## src/rtl/mem_arb_pkg.sv

```systemverilog
// Shared types and constants for the unified-memory arbiter.
package mem_arb_pkg;

   typedef enum logic [1:0] {IDLE, WAIT, XFER, DONE} state_t;
   typedef enum logic {OWN_I, OWN_D} owner_t;

   localparam logic [1:0] MEMW_NONE  = 2'd0;
   localparam logic [1:0] MEMW_WORD  = 2'd1;
   localparam logic [1:0] MEMW_BYTE  = 2'd2;
   localparam logic [1:0] MEMW_DWORD = 2'd3;

   // Counter width that stays legal when the count range collapses to one value.
   function automatic int width_min1(input int range);
      return (range > 1) ? $clog2(range) : 1;
   endfunction

endpackage

```

## src/rtl/mem_arbiter_beat_timer.sv

```systemverilog
// Per-beat wait counter: loads LAT-1, counts down to zero and holds there.
module beat_timer
   import mem_arb_pkg::*;
#(
   parameter int LAT = 3
) (
   input  logic clk,
   input  logic reset,
   input  logic load,
   input  logic dec,
   output logic zero
);

   localparam int CW = width_min1(LAT);
   localparam logic [CW-1:0] LOAD_VAL = CW'(LAT - 1);

   logic [CW-1:0] cnt;

   always_ff @(posedge clk) begin
      if (!reset) begin
         cnt <= '0;
      end else if (load) begin
         cnt <= LOAD_VAL;
      end else if (dec && (cnt != '0)) begin
         cnt <= cnt - CW'(1);
      end
   end

   assign zero = (cnt == '0);

endmodule

```

## src/rtl/mem_arbiter.sv

```systemverilog
// Arbitrates the single-ported unified memory between I-cache refills and
// D-cache refills/writebacks, moving one line beat by beat with a fixed wait per beat.
//
// state | meaning
// IDLE  | arbitrate pending requests
// WAIT  | memory wait cycles before the current beat
// XFER  | one beat moves on the memory port
// DONE  | line finished, owner's done pulses
module mem_arbiter
   import mem_arb_pkg::*;
#(
   parameter int N     = 64,
   parameter int BEATS = 4,
   parameter int LAT   = 3
) (
   input  logic                     clk,
   input  logic                     reset,
   input  logic                     i_req,
   input  logic [31:0]              i_adr,
   input  logic                     i_cancel,
   output logic                     i_gnt,
   output logic                     i_rvalid,
   output logic                     i_done,
   input  logic                     d_req,
   input  logic                     d_we,
   input  logic [N-1:0]             d_adr,
   input  logic [N-1:0]             d_wdata,
   output logic                     d_gnt,
   output logic                     d_rvalid,
   output logic                     d_done,
   output logic [$clog2(BEATS)-1:0] beat,
   output logic [N-1:0]             rdata,
   output logic [N-1:0]             mem_adr,
   output logic [1:0]               mem_write,
   output logic [N-1:0]             mem_wdata,
   input  logic [N-1:0]             mem_rdata
);

   localparam int BW = $clog2(BEATS);
   localparam logic [N-1:0] ALIGN_MASK = ~((N'(1) << (BW + 3)) - N'(1));
   localparam logic [BW-1:0] LAST_BEAT = BW'(BEATS - 1);

   state_t     state;
   owner_t     owner;
   owner_t     last_owner;
   logic [N-1:0] base;
   logic       we;
   logic       grant_i;
   logic       grant_d;
   logic       cancel_hit;
   logic       last_beat;
   logic       tmr_load;
   logic       tmr_dec;
   logic       tmr_zero;

   // On a tie the requester that did not own the previous line wins.
   assign grant_d    = d_req && (!i_req || (last_owner == OWN_I));
   assign grant_i    = i_req && !grant_d;
   assign cancel_hit = i_cancel && (owner == OWN_I) && ((state == WAIT) || (state == XFER));
   assign last_beat  = (beat == LAST_BEAT);

   assign tmr_load = ((state == IDLE) && (grant_i || grant_d)) ||
                     ((state == XFER) && !last_beat);
   assign tmr_dec  = (state == WAIT);

   beat_timer #(.LAT(LAT)) u_timer (
      .clk   (clk),
      .reset (reset),
      .load  (tmr_load),
      .dec   (tmr_dec),
      .zero  (tmr_zero)
   );

   assign mem_adr   = base + (N'(beat) << 3);
   assign mem_write = ((state == XFER) && (owner == OWN_D) && we) ? MEMW_DWORD : MEMW_NONE;
   assign mem_wdata = d_wdata;

   always_ff @(posedge clk) begin
      if (!reset) begin
         state      <= IDLE;
         owner      <= OWN_I;
         last_owner <= OWN_I;
         base       <= '0;
         we         <= 1'b0;
         beat       <= '0;
         rdata      <= '0;
         i_gnt      <= 1'b0;
         d_gnt      <= 1'b0;
         i_rvalid   <= 1'b0;
         d_rvalid   <= 1'b0;
         i_done     <= 1'b0;
         d_done     <= 1'b0;
      end else begin
         i_rvalid <= 1'b0;
         d_rvalid <= 1'b0;
         i_done   <= 1'b0;
         d_done   <= 1'b0;
         case (state)
            IDLE: begin
               if (grant_d) begin
                  owner <= OWN_D;
                  base  <= d_adr & ALIGN_MASK;
                  we    <= d_we;
                  beat  <= '0;
                  d_gnt <= 1'b1;
                  state <= WAIT;
               end else if (grant_i) begin
                  owner <= OWN_I;
                  base  <= N'(i_adr) & ALIGN_MASK;
                  we    <= 1'b0;
                  beat  <= '0;
                  i_gnt <= 1'b1;
                  state <= WAIT;
               end
            end
            WAIT: begin
               if (cancel_hit) begin
                  i_gnt      <= 1'b0;
                  last_owner <= OWN_I;
                  state      <= IDLE;
               end else if (tmr_zero) begin
                  state <= XFER;
               end
            end
            XFER: begin
               if (cancel_hit) begin
                  i_gnt      <= 1'b0;
                  last_owner <= OWN_I;
                  state      <= IDLE;
               end else begin
                  if (!we) begin
                     rdata    <= mem_rdata;
                     i_rvalid <= (owner == OWN_I);
                     d_rvalid <= (owner == OWN_D);
                  end
                  if (last_beat) begin
                     i_done <= (owner == OWN_I);
                     d_done <= (owner == OWN_D);
                     state  <= DONE;
                  end else begin
                     beat  <= beat + BW'(1);
                     state <= WAIT;
                  end
               end
            end
            DONE: begin
               last_owner <= owner;
               i_gnt      <= 1'b0;
               d_gnt      <= 1'b0;
               state      <= IDLE;
            end
            default: state <= IDLE;
         endcase
      end
   end

endmodule

```

## config.mk

```make
export PLATFORM = sky130hd
export DESIGN_NAME = mem_arbiter
export DESIGN_NICKNAME = d
export VERILOG_FILES = /design/src/rtl/mem_arb_pkg.sv /design/src/rtl/mem_arbiter_beat_timer.sv /design/src/rtl/mem_arbiter.sv
export SDC_FILE = /design/constraint.sdc
export NUM_CORES = 1
export LEC_CHECK = 0
export ABC_CLOCK_PERIOD_IN_PS = 2100
export BUFFER_PORTS_ARGS = -buffer_cell sky130_fd_sc_hd__buf_2
export CAP_MARGIN = 10
export CORE_AREA = 2 2 168 170
export CTS_CLUSTER_DIAMETER = 60
export CTS_CLUSTER_SIZE = 8
export DETAILED_ROUTE_END_ITERATION = 12
export DIE_AREA = 0 0 170 172
export PLACE_DENSITY_LB_ADDON = 0.12
export SYNTH_ARGS = -nofsm -noshare
export SYNTH_HDL_FRONTEND = slang
export SYNTH_SLANG_ARGS = --single-unit
```

## constraint.sdc

```tcl
create_clock -name clk -period 2.1 [get_ports clk]
set_input_delay 0.105 -clock clk [delete_from_list [all_inputs] [get_ports clk]]
set_output_delay 0.105 -clock clk [all_outputs]
set_load 0.005 [all_outputs]
```

Word level (Yosys, flattened, before mapping)

Cells that the tools add are included.

Reductions and logical operators: 35
Multipliers: 0
Shifts and indexed selects: 0
Bitwise operators: 7
$add $sub $neg: 3
Multiplexer cells: 27
$lt $le $gt $ge: 0
Div/mod/pow operators: 0
Equal/unequal tests: 12

Operators by type and width:

| cell                | number |
|---|---|
| $mux 64             | 2 |
| $add 64x5->64       | 1 |
| $mux 2              | 13 |
| $reduce_bool 2->1   | 6 |
| $ne 2x2->1 const B  | 5 |
| $logic_and 1x1->1   | 9 |
| $pmux 2 s4          | 1 |
| $reduce_and 2->1    | 4 |
| $reduce_or 4->1     | 2 |
| $mux 1              | 7 |
| $not 1->1           | 7 |
| $eq 2x2->1 const B  | 3 |
| $ne 3x3->1 const B  | 2 |
| $reduce_and 3->1    | 2 |
| $logic_not 2->1     | 2 |
| $logic_or 1x1->1    | 4 |
| $pmux 1 s2          | 2 |
| $pmux 2 s2          | 1 |
| $reduce_and 4->1    | 1 |
| $reduce_or 2->1     | 2 |
| $logic_not 1->1     | 3 |
| $pmux 1 s3          | 1 |
| $add 2x1->2 const B | 1 |
| $eq 2x1->1 const B  | 1 |
| 2 further kinds     | 2 |

Latch bits: 0
Register bits after elaboration: 143
Input port bits: 230
ROM bits: 0
Memory bits (writable): 0
Memories: 0

Longest topological paths before layout

Gate-level depths: netlist of the first run.

Depth after elaboration: 9
Depth in mapped cells: 8

Cells and area by module

Synthesis of the first run repeated with hierarchy kept, for this count alone.

Cell total of the unflattened synthesis: 661
Area total of the unflattened synthesis: 5725.5 µm²

Modules (own cells, without submodules):

| module      | sequential area each (µm²) | instances | cells an instance | area each (µm²) |
|---|---|---|---|---|
| mem_arbiter | 2722.6                     | 1         | 651               | 5612.9 |
| beat_timer  | 40.0                       | 1         | 10                | 112.6 |

Worst setup path after synthesis of the first run

Ideal clock, no wire load.

Kind: flip-flop to flip-flop
From: reg state[0]
To: reg rdata[12]
Clock period less this slack: 1630 ps
Setup slack: 470 ps
Stages on the path, launching flop included: 9
Library setup time: 132 ps
Arrival: 1498 ps
Required time: 1968 ps
Cell sequence: dfxtp_1 inv_1 ha_1 nand3b_4 and3b_1 buf_4 buf_4 nand2_1 a21oi_1

Cells in the longest elaborated chain, start to end: 5
Elaborated cells between the ends (all ways): 6
Those cells by class: eq/ne: 2; bitwise: 1; reduce/logical: 3

Ends and longest elaborated chain:

| what                                     | line                                 | source |
|---|---|---|
| start: declaration                       | mem_arbiter.sv:43                    | `state_t state;` |
| start signal: assignment                 | mem_arbiter.sv:80                    | `state <= IDLE;` |
| start signal: assignment                 | mem_arbiter.sv:106                   | `state <= WAIT;` |
| start signal: assignment                 | mem_arbiter.sv:113                   | `state <= WAIT;` |
| $eq 2x1->1 or $eq 2x2->1 (tied branches) | mem_arbiter.sv:59, mem_arbiter.sv:98 |  |
| $logic_or 1x1->1                         | mem_arbiter.sv:59                    | `assign cancel_hit = i_cancel && (owner == OWN_I) && ((state == WAIT) \|\| (state == XFER));` |
| $logic_and 1x1->1                        | mem_arbiter.sv:59                    |  |
| $not 1->1 (no source line)               | -                                    |  |
| $reduce_and 3->1 (no source line) (*)    | -                                    |  |
| end signal: assignment                   | mem_arbiter.sv:132                   | `rdata <= mem_rdata;` |
| end: declaration                         | mem_arbiter.sv:32                    | `output logic [N-1:0] rdata,` |

Every way passes the cells marked *; elsewhere a longest branch is shown, timed or not.
A chain may end at the register's enable or synchronous reset.

Worst setup path in the final report of the first run

From: reg last_owner
To: reg base[16]

Cells in the longest elaborated chain, start to end: 7
Elaborated cells between the ends (all ways): 8
Those cells by class: mux: 1; bitwise: 1; reduce/logical: 6

Ends and longest elaborated chain:

| what                               | line               | source |
|---|---|---|
| start: declaration                 | mem_arbiter.sv:45  | `owner_t last_owner;` |
| start signal: assignment           | mem_arbiter.sv:147 | `last_owner <= owner;` |
| $not 1->1 (*)                      | mem_arbiter.sv:57  | `assign grant_d = d_req && (!i_req \|\| (last_owner == OWN_I));` |
| $logic_or 1x1->1 (*)               | mem_arbiter.sv:57  |  |
| $logic_and 1x1->1 (*)              | mem_arbiter.sv:57  |  |
| $logic_not 1->1                    | mem_arbiter.sv:58  | `assign grant_i = i_req && !grant_d;` |
| $logic_and 1x1->1                  | mem_arbiter.sv:58  |  |
| $reduce_bool 2->1 (no source line) | -                  |  |
| $reduce_and 2->1 (no source line)  | -                  |  |
| end signal: assignment             | mem_arbiter.sv:102 | `base <= d_adr & ALIGN_MASK;` |
| end signal: assignment             | mem_arbiter.sv:109 | `base <= N'(i_adr) & ALIGN_MASK;` |
| end: declaration                   | mem_arbiter.sv:46  | `logic [N-1:0] base;` |

Marks and branches as above.

==> results of run 1 <==
[layout make-up]
cell class	instances	area share (%)
inverter	6	0.261
sequential	138	30.3
clock inverter	12	1.57
multi-input combinational	404	23.7
antenna	2	0.0550
timing repair buffer	454	34.4
tap	346	4.75
clock buffer	19	4.86
[flip-flops by register name, indices dropped and copies added, names as in the netlist, 2 cells and up]
| signal | cells |
|---|---|
| base | 59 |
| beat | 2 |
| rdata | 64 |
| state | 2 |
| u_timer.cnt | 2 |
[logic make-up after synthesis]
logic type,Yosys count
flops,138
simple gates,195
compound gates,170
other cells,1
fa+ha+maj,6
buf+inv,122
xor+xnor,1
mux,29
[layout by cell type (no fill, tap or decap), drive strengths merged, types with 3 or more instances in the layout]
| master | n |
|---|---|
| nand3 | 3 |
| a21oi | 99 |
| mux2i | 29 |
| o21ai | 30 |
| a22oi | 34 |
| nand2 | 135 |
| nand3b | 4 |
| inv | 8 |
| clkinv | 4 |
| ha | 6 |
| conb | 3 |
| dfxtp | 138 |
| buf | 303 |
| nand2b | 4 |
| nor2 | 43 |
| dlygate4sd3 | 151 |
| clkinvlp | 4 |
| clkbuf | 19 |
[layer usage]
metal	up-vias	GRT usage [%]	wire, um
li1	2863	-	-
met1	2578	14.5	8310
met2	232	20.8	8700
met3	36	4.92	1640
met4	0	4.50	411
met5	-	0	0
[synth_stat cells, types with 2 or more instances]
cell,instances
mux2i_1,29
nand2_1,135
ha_1,6
nor2_1,42
a211oi_1,2
buf_2,18
inv_1,5
o21ai_0,29
a22oi_1,34
dfxtp_1,138
nand2b_1,4
nand3b_1,2
nand3_1,3
clkbuf_1,17
a21oi_1,99
nor2b_1,2
buf_4,78
clkbuf_2,2
[final timing paths]
kind,end,slack (ps),depth (start not counted)
max,base[16],150,5
min,base[25],30,3
max reg2reg,base[16],150,5
min reg2reg,rdata[56],450,2
[per-stage QoR]
step	cells	worst slack, ps	cell area (um2)	utilization, %
3_3_place_gp	1197	251	7000	25.5
6_report	1381	154	9100	33.1
5_1_grt	1380	28.8	9100	33.1
2_1_floorplan	664	470	5680	-
3_5_place_dp	1197	251	7000	25.5
4_1_cts	1379	147	9100	33.1
[where the power goes]
group / leakage [nW] / internal, mW / total (mW) / switching [mW]
clock network: 0.273 / 1.79 / 3.05 / 1.26
logic: 2.74 / 0.789 / 1.60 / 0.811
registers: 1.13 / 2.87 / 2.99 / 0.120
[tightest hold or removal path, cell delays in order]
cell and delay [ps]:
buf_2 90, mux2i_1 70, a21oi_1 130
==> results.toml, run 1 <==
[outcome]
status = "finished clean"

[critical_path]
cp_top_family = "buffers and inverters"
crit_path_max_incr_delay_ps = 580
regToRegStartpoint = "last_owner"
cp.required_ps = 2400
cp_num_buf_inv = 2
worstSetupPathType = "reg -> reg"
crit_start = "last_owner"
worst_ep_arrival_time_ps = 2250
worstPathMaxFanout = 30
path_cells = "a21boi_4, buf_4, mux2i_1, dlygate4sd3_1, a21oi_1"
startpoint_type = "register"
cp_slowest_cell = "dlygate4sd3_1"
end_kind = "register"

[logic_synthesis]
synth_compound_gate_area_share_pct = 17.0
synth.area.mux_share_pct = 5.11
synth_flop_cell = "dfxtp_1"
synth_simple_gate_area_share_pct = 14.0
synth.distinct_cells = 35
synth_xor_area_share_pct = 0.154
synth-adder-area-share_pct = 1.32
synth_seq_cells = 138
yosysTopAreaCellShare_pct = 48.7
ys.warnings.count = 0
synth_area_um2 = 5680
synthCells = 662
synth_seq_area_share_pct = 48.7
synth_top_family_by_area = "compound AO/OA/AOI/OAI gates"
yosys.area.top_type = "dfxtp_1"
netlist_top_cells_area = "dfxtp_1, buf_4, nand2_1"
postSynthAreaPerCell_um2 = 8.58
synth_edf_count = 0
synthArstFlopShare_pct = 0

[sta]
fin_crit_ps = 1950
hold_viol = 0
fmax_mhz = 514
tightest_slew_ps = 508
slew_viol_final = 0
whs_ps = 25.3
rsz0062_at_grt = "false"
setup_tns_ps = 0
slew_headroom_pct = 66.1
finalSetupViolations = 0
period_share_pct = 92.7
skew_ps = 12.0

[drt]
drt-wirelength-per-cell_um = 13.8
vias_per_cell = 4.13
first_iter_violations = 215
postRouteAntennaNets = 0
drc = 0
wirelength_um = 19100
vias = 5709
drtPass1Iterations = 4

[clock_tree]
path_clk_slew_ps = 70
clkSinkCount = 138
root_buffer = "clkbuf_16"
cts_tree = "built"
h-tree-depth = 4
hold_buffers = 151
clk_path_buf_depth = 2
postCtsSetupBuffers = 0
cts_resized = 0
cts_inserted_buffers = 17
clk_latency_ps = 420

[die]
fp.dieH_um = 172
start_util_pct = 20.7
design.die.area_um2 = 29200
rows = 61
core_um2 = 27500
pin_count = 432
chipWidth_um = 170

[pwr]
power_mw = 7.64
power_density_nw_per_um2 = 839
ir_drop_mv = 0.399
power_leakage_nw = 4.14

[global_routing]
grt_usage_pct = 12.5
grt_pass1_vias = 5555
grt_first_pass_wirelength_um = 28600
grt_max_degree = 67
antenna_found_initial = 2
grt-ovfl-total = 0

[placed_design]
port_buffers = 290
place_hpwl_um = 12400
gp_congestion = 0.697

[cells_and_area]
nFillCells = 2924
drive_above_1_share_pct = 33.0
fin_nets = 1257
synthToLayoutAreaGrowth_pct = 60.4
multi_input_area_um2 = 2160
seqCellArea_um2 = 2760

[hold_path]
hp-class = "in -> reg"
min_from = "d_adr[25]"

[run]
cap_violations = 0
(Power assumes the default switching activity.)
==> run 2, diff against run 1 <==
Settings changed: CORE_AREA 2 2 168 170 to 2 2 166 168, CTS_BUF_LIST set to sky130_fd_sc_hd__clkbuf_4 sky130_fd_sc_hd__clkbuf_8, DIE_AREA 0 0 170 172 to 0 0 168 170, TNS_END_PERCENT set to 5.
==> results.toml, run 2 (synthesis results as in run 1) <==
[clock_tree]
root_buffer = "clkbuf_8"
clk_latency_ps = 440
h-tree-depth = 4
cts_resized = 0
cts_inserted_buffers = 17
clk_path_buf_depth = 2
path_clk_slew_ps = 90
clkSinkCount = 138
cts_tree = "built"

[sta]
hold_viol = 0
finalSetupViolations = 0
fin_crit_ps = 2000
worst_slack_ps = 103
fmax_mhz = 501
setup_tns_ps = 0
period_share_pct = 95.1
rsz0062_at_grt = "false"
slew_viol_final = 0
skew_ps = 15.7

[die]
fp.dieH_um = 170
chipWidth_um = 168
pin_count = 432
start_util_pct = 21.3
core_um2 = 26700
rows = 60
design.die.area_um2 = 28600

[critical_path]
cp.required_ps = 2420
worst_path_most_repeated_cell = "dlygate4sd3_1"
regToRegStartpoint = "last_owner"
r2r_slack_ps = 180
end_kind = "register"
crit_start = "i_req"
startpoint_type = "primary input"
cp_slowest_cell = "dlygate4sd3_1"
worst_ep_arrival_time_ps = 2320
crit_path_max_incr_delay_ps = 580
worstPathMaxFanout = 30
path_cells = "dlygate4sd3_1, buf_2, a21boi_4, buf_4, mux2i_1, dlygate4sd3_1, a21oi_1"
worstSetupPathType = "in -> reg"
r2r-end = "base[19]"
ff2ff_path_depth = 5

[drt]
drtPass1Iterations = 4
vias = 5715
postRouteAntennaNets = 0
drt-wirelength-per-cell_um = 14.2
first_iter_violations = 218
vias_per_cell = 4.15
wirelength_um = 19500
drc = 0

[placed_design]
port_buffers = 290
place_ws_ps = 351
placed_area_um2 = 6980
place_hpwl_um = 12800
gp_congestion = 0.707

[cells_and_area]
stdcell_area_um2 = 8910
final_common_cell = "buf_2"
largest_register = "rdata"
fin_nets = 1259
largestRegisters = "rdata: 64 flops, base: 59 flops"
final_cell_mix = "buf_2, dlygate4sd3_1, dfxtp_1"
synthToLayoutAreaGrowth_pct = 57.0
largest_register_ffs = 64
drive_above_1_share_pct = 33.0

[hold_path]
hold_end = "rdata[58]"
min_from = "reset"
whs_path_depth = 3
hp-class = "in -> reg"

[pwr]
ir_drop_mv = 0.290
power_leakage_nw = 4.06
power_density_nw_per_um2 = 767
power_mw = 6.84

[global_routing]
antenna_found_initial = 1
grt_usage_pct = 13.3
grt_pass1_vias = 5797
grt_first_pass_wirelength_um = 30200
grt-ovfl-total = 0
grt_max_degree = 67

[outcome]
status = "finished clean"

[run]
cap_violations = 0
run 2: changes by cell type in the layout (fill, tap and decap cells not counted):
cell	change
clkinv_2	+2
dlygate4sd3_1	+2
clkbuf_1	-1
diode_2	-1
clkbuf_16	-17
buf_12	-1
buf_4	+1
clkbuf_8	+17
inv_6	-1
run 2: how the worst max path moves through the flow:
stage               cells after the start  slack [ps]   endpoint
floorplan                               8         470  rdata[12]
global placement                        7         330   rdata[2]
detailed placement                      7         350   rdata[2]
CTS                                     7         170    base[8]
global route                            7          30   base[18]
finish                                  7         100   base[19]
run 2: power breakdown:
group	switching, mW	total [mW]	internal [mW]
Sequential	0.125	3.00	2.87
Combinational	0.814	1.61	0.799
Clock	1.14	2.23	1.09
run 2: worst max-delay path: cells and delay by family:
| family | cells | cell delay (ps) |
|---|---|---|
| buf+inv | 4 | 1710 |
| compound gates | 2 | 210 |
| mux | 1 | 260 |
run 2: metal layers:
layer | part of all wire (%) | vias to the layer above | global-route usage, % | wire [um]
met3 | 7.1 | 39 | 4.40 | 1390
met4 | 1.9 | 0 | 4.88 | 376
li1 | - | 2867 | - | -
met2 | 49 | 209 | 23.1 | 9550
met1 | 42 | 2600 | 15.3 | 8180
met5 | 0 | - | 0 | 0
run 2: timing repair:
item	in CTS	in global routing
hold buffers	153	0
setup buffers	0	0
hold endpoints to repair	126	0
run 2: layout make-up:
cell class | count | area, um2
multi-input cells | 404 | 2160
clock buffers | 18 | 248
repair buffers | 456 | 3140
fillers | 2832 | 17700
inverters | 6 | 23.8
clock inverters | 13 | 144
well taps | 341 | 427
flip-flops and latches | 138 | 2760
diodes | 1 | 2.50
run 2: per-stage QoR:
| stage | instances | util, % | hold WS [ps] |
|---|---|---|---|
| detailed placement | 1192 | 26.2 | 210 |
| global route | 1377 | 33.4 | 122 |
| CTS | 1376 | 33.4 | 111 |
| floorplan | 664 | - | 203 |
| global placement | 1192 | 26.2 | 210 |
| finish | 1377 | 33.4 | 147 |
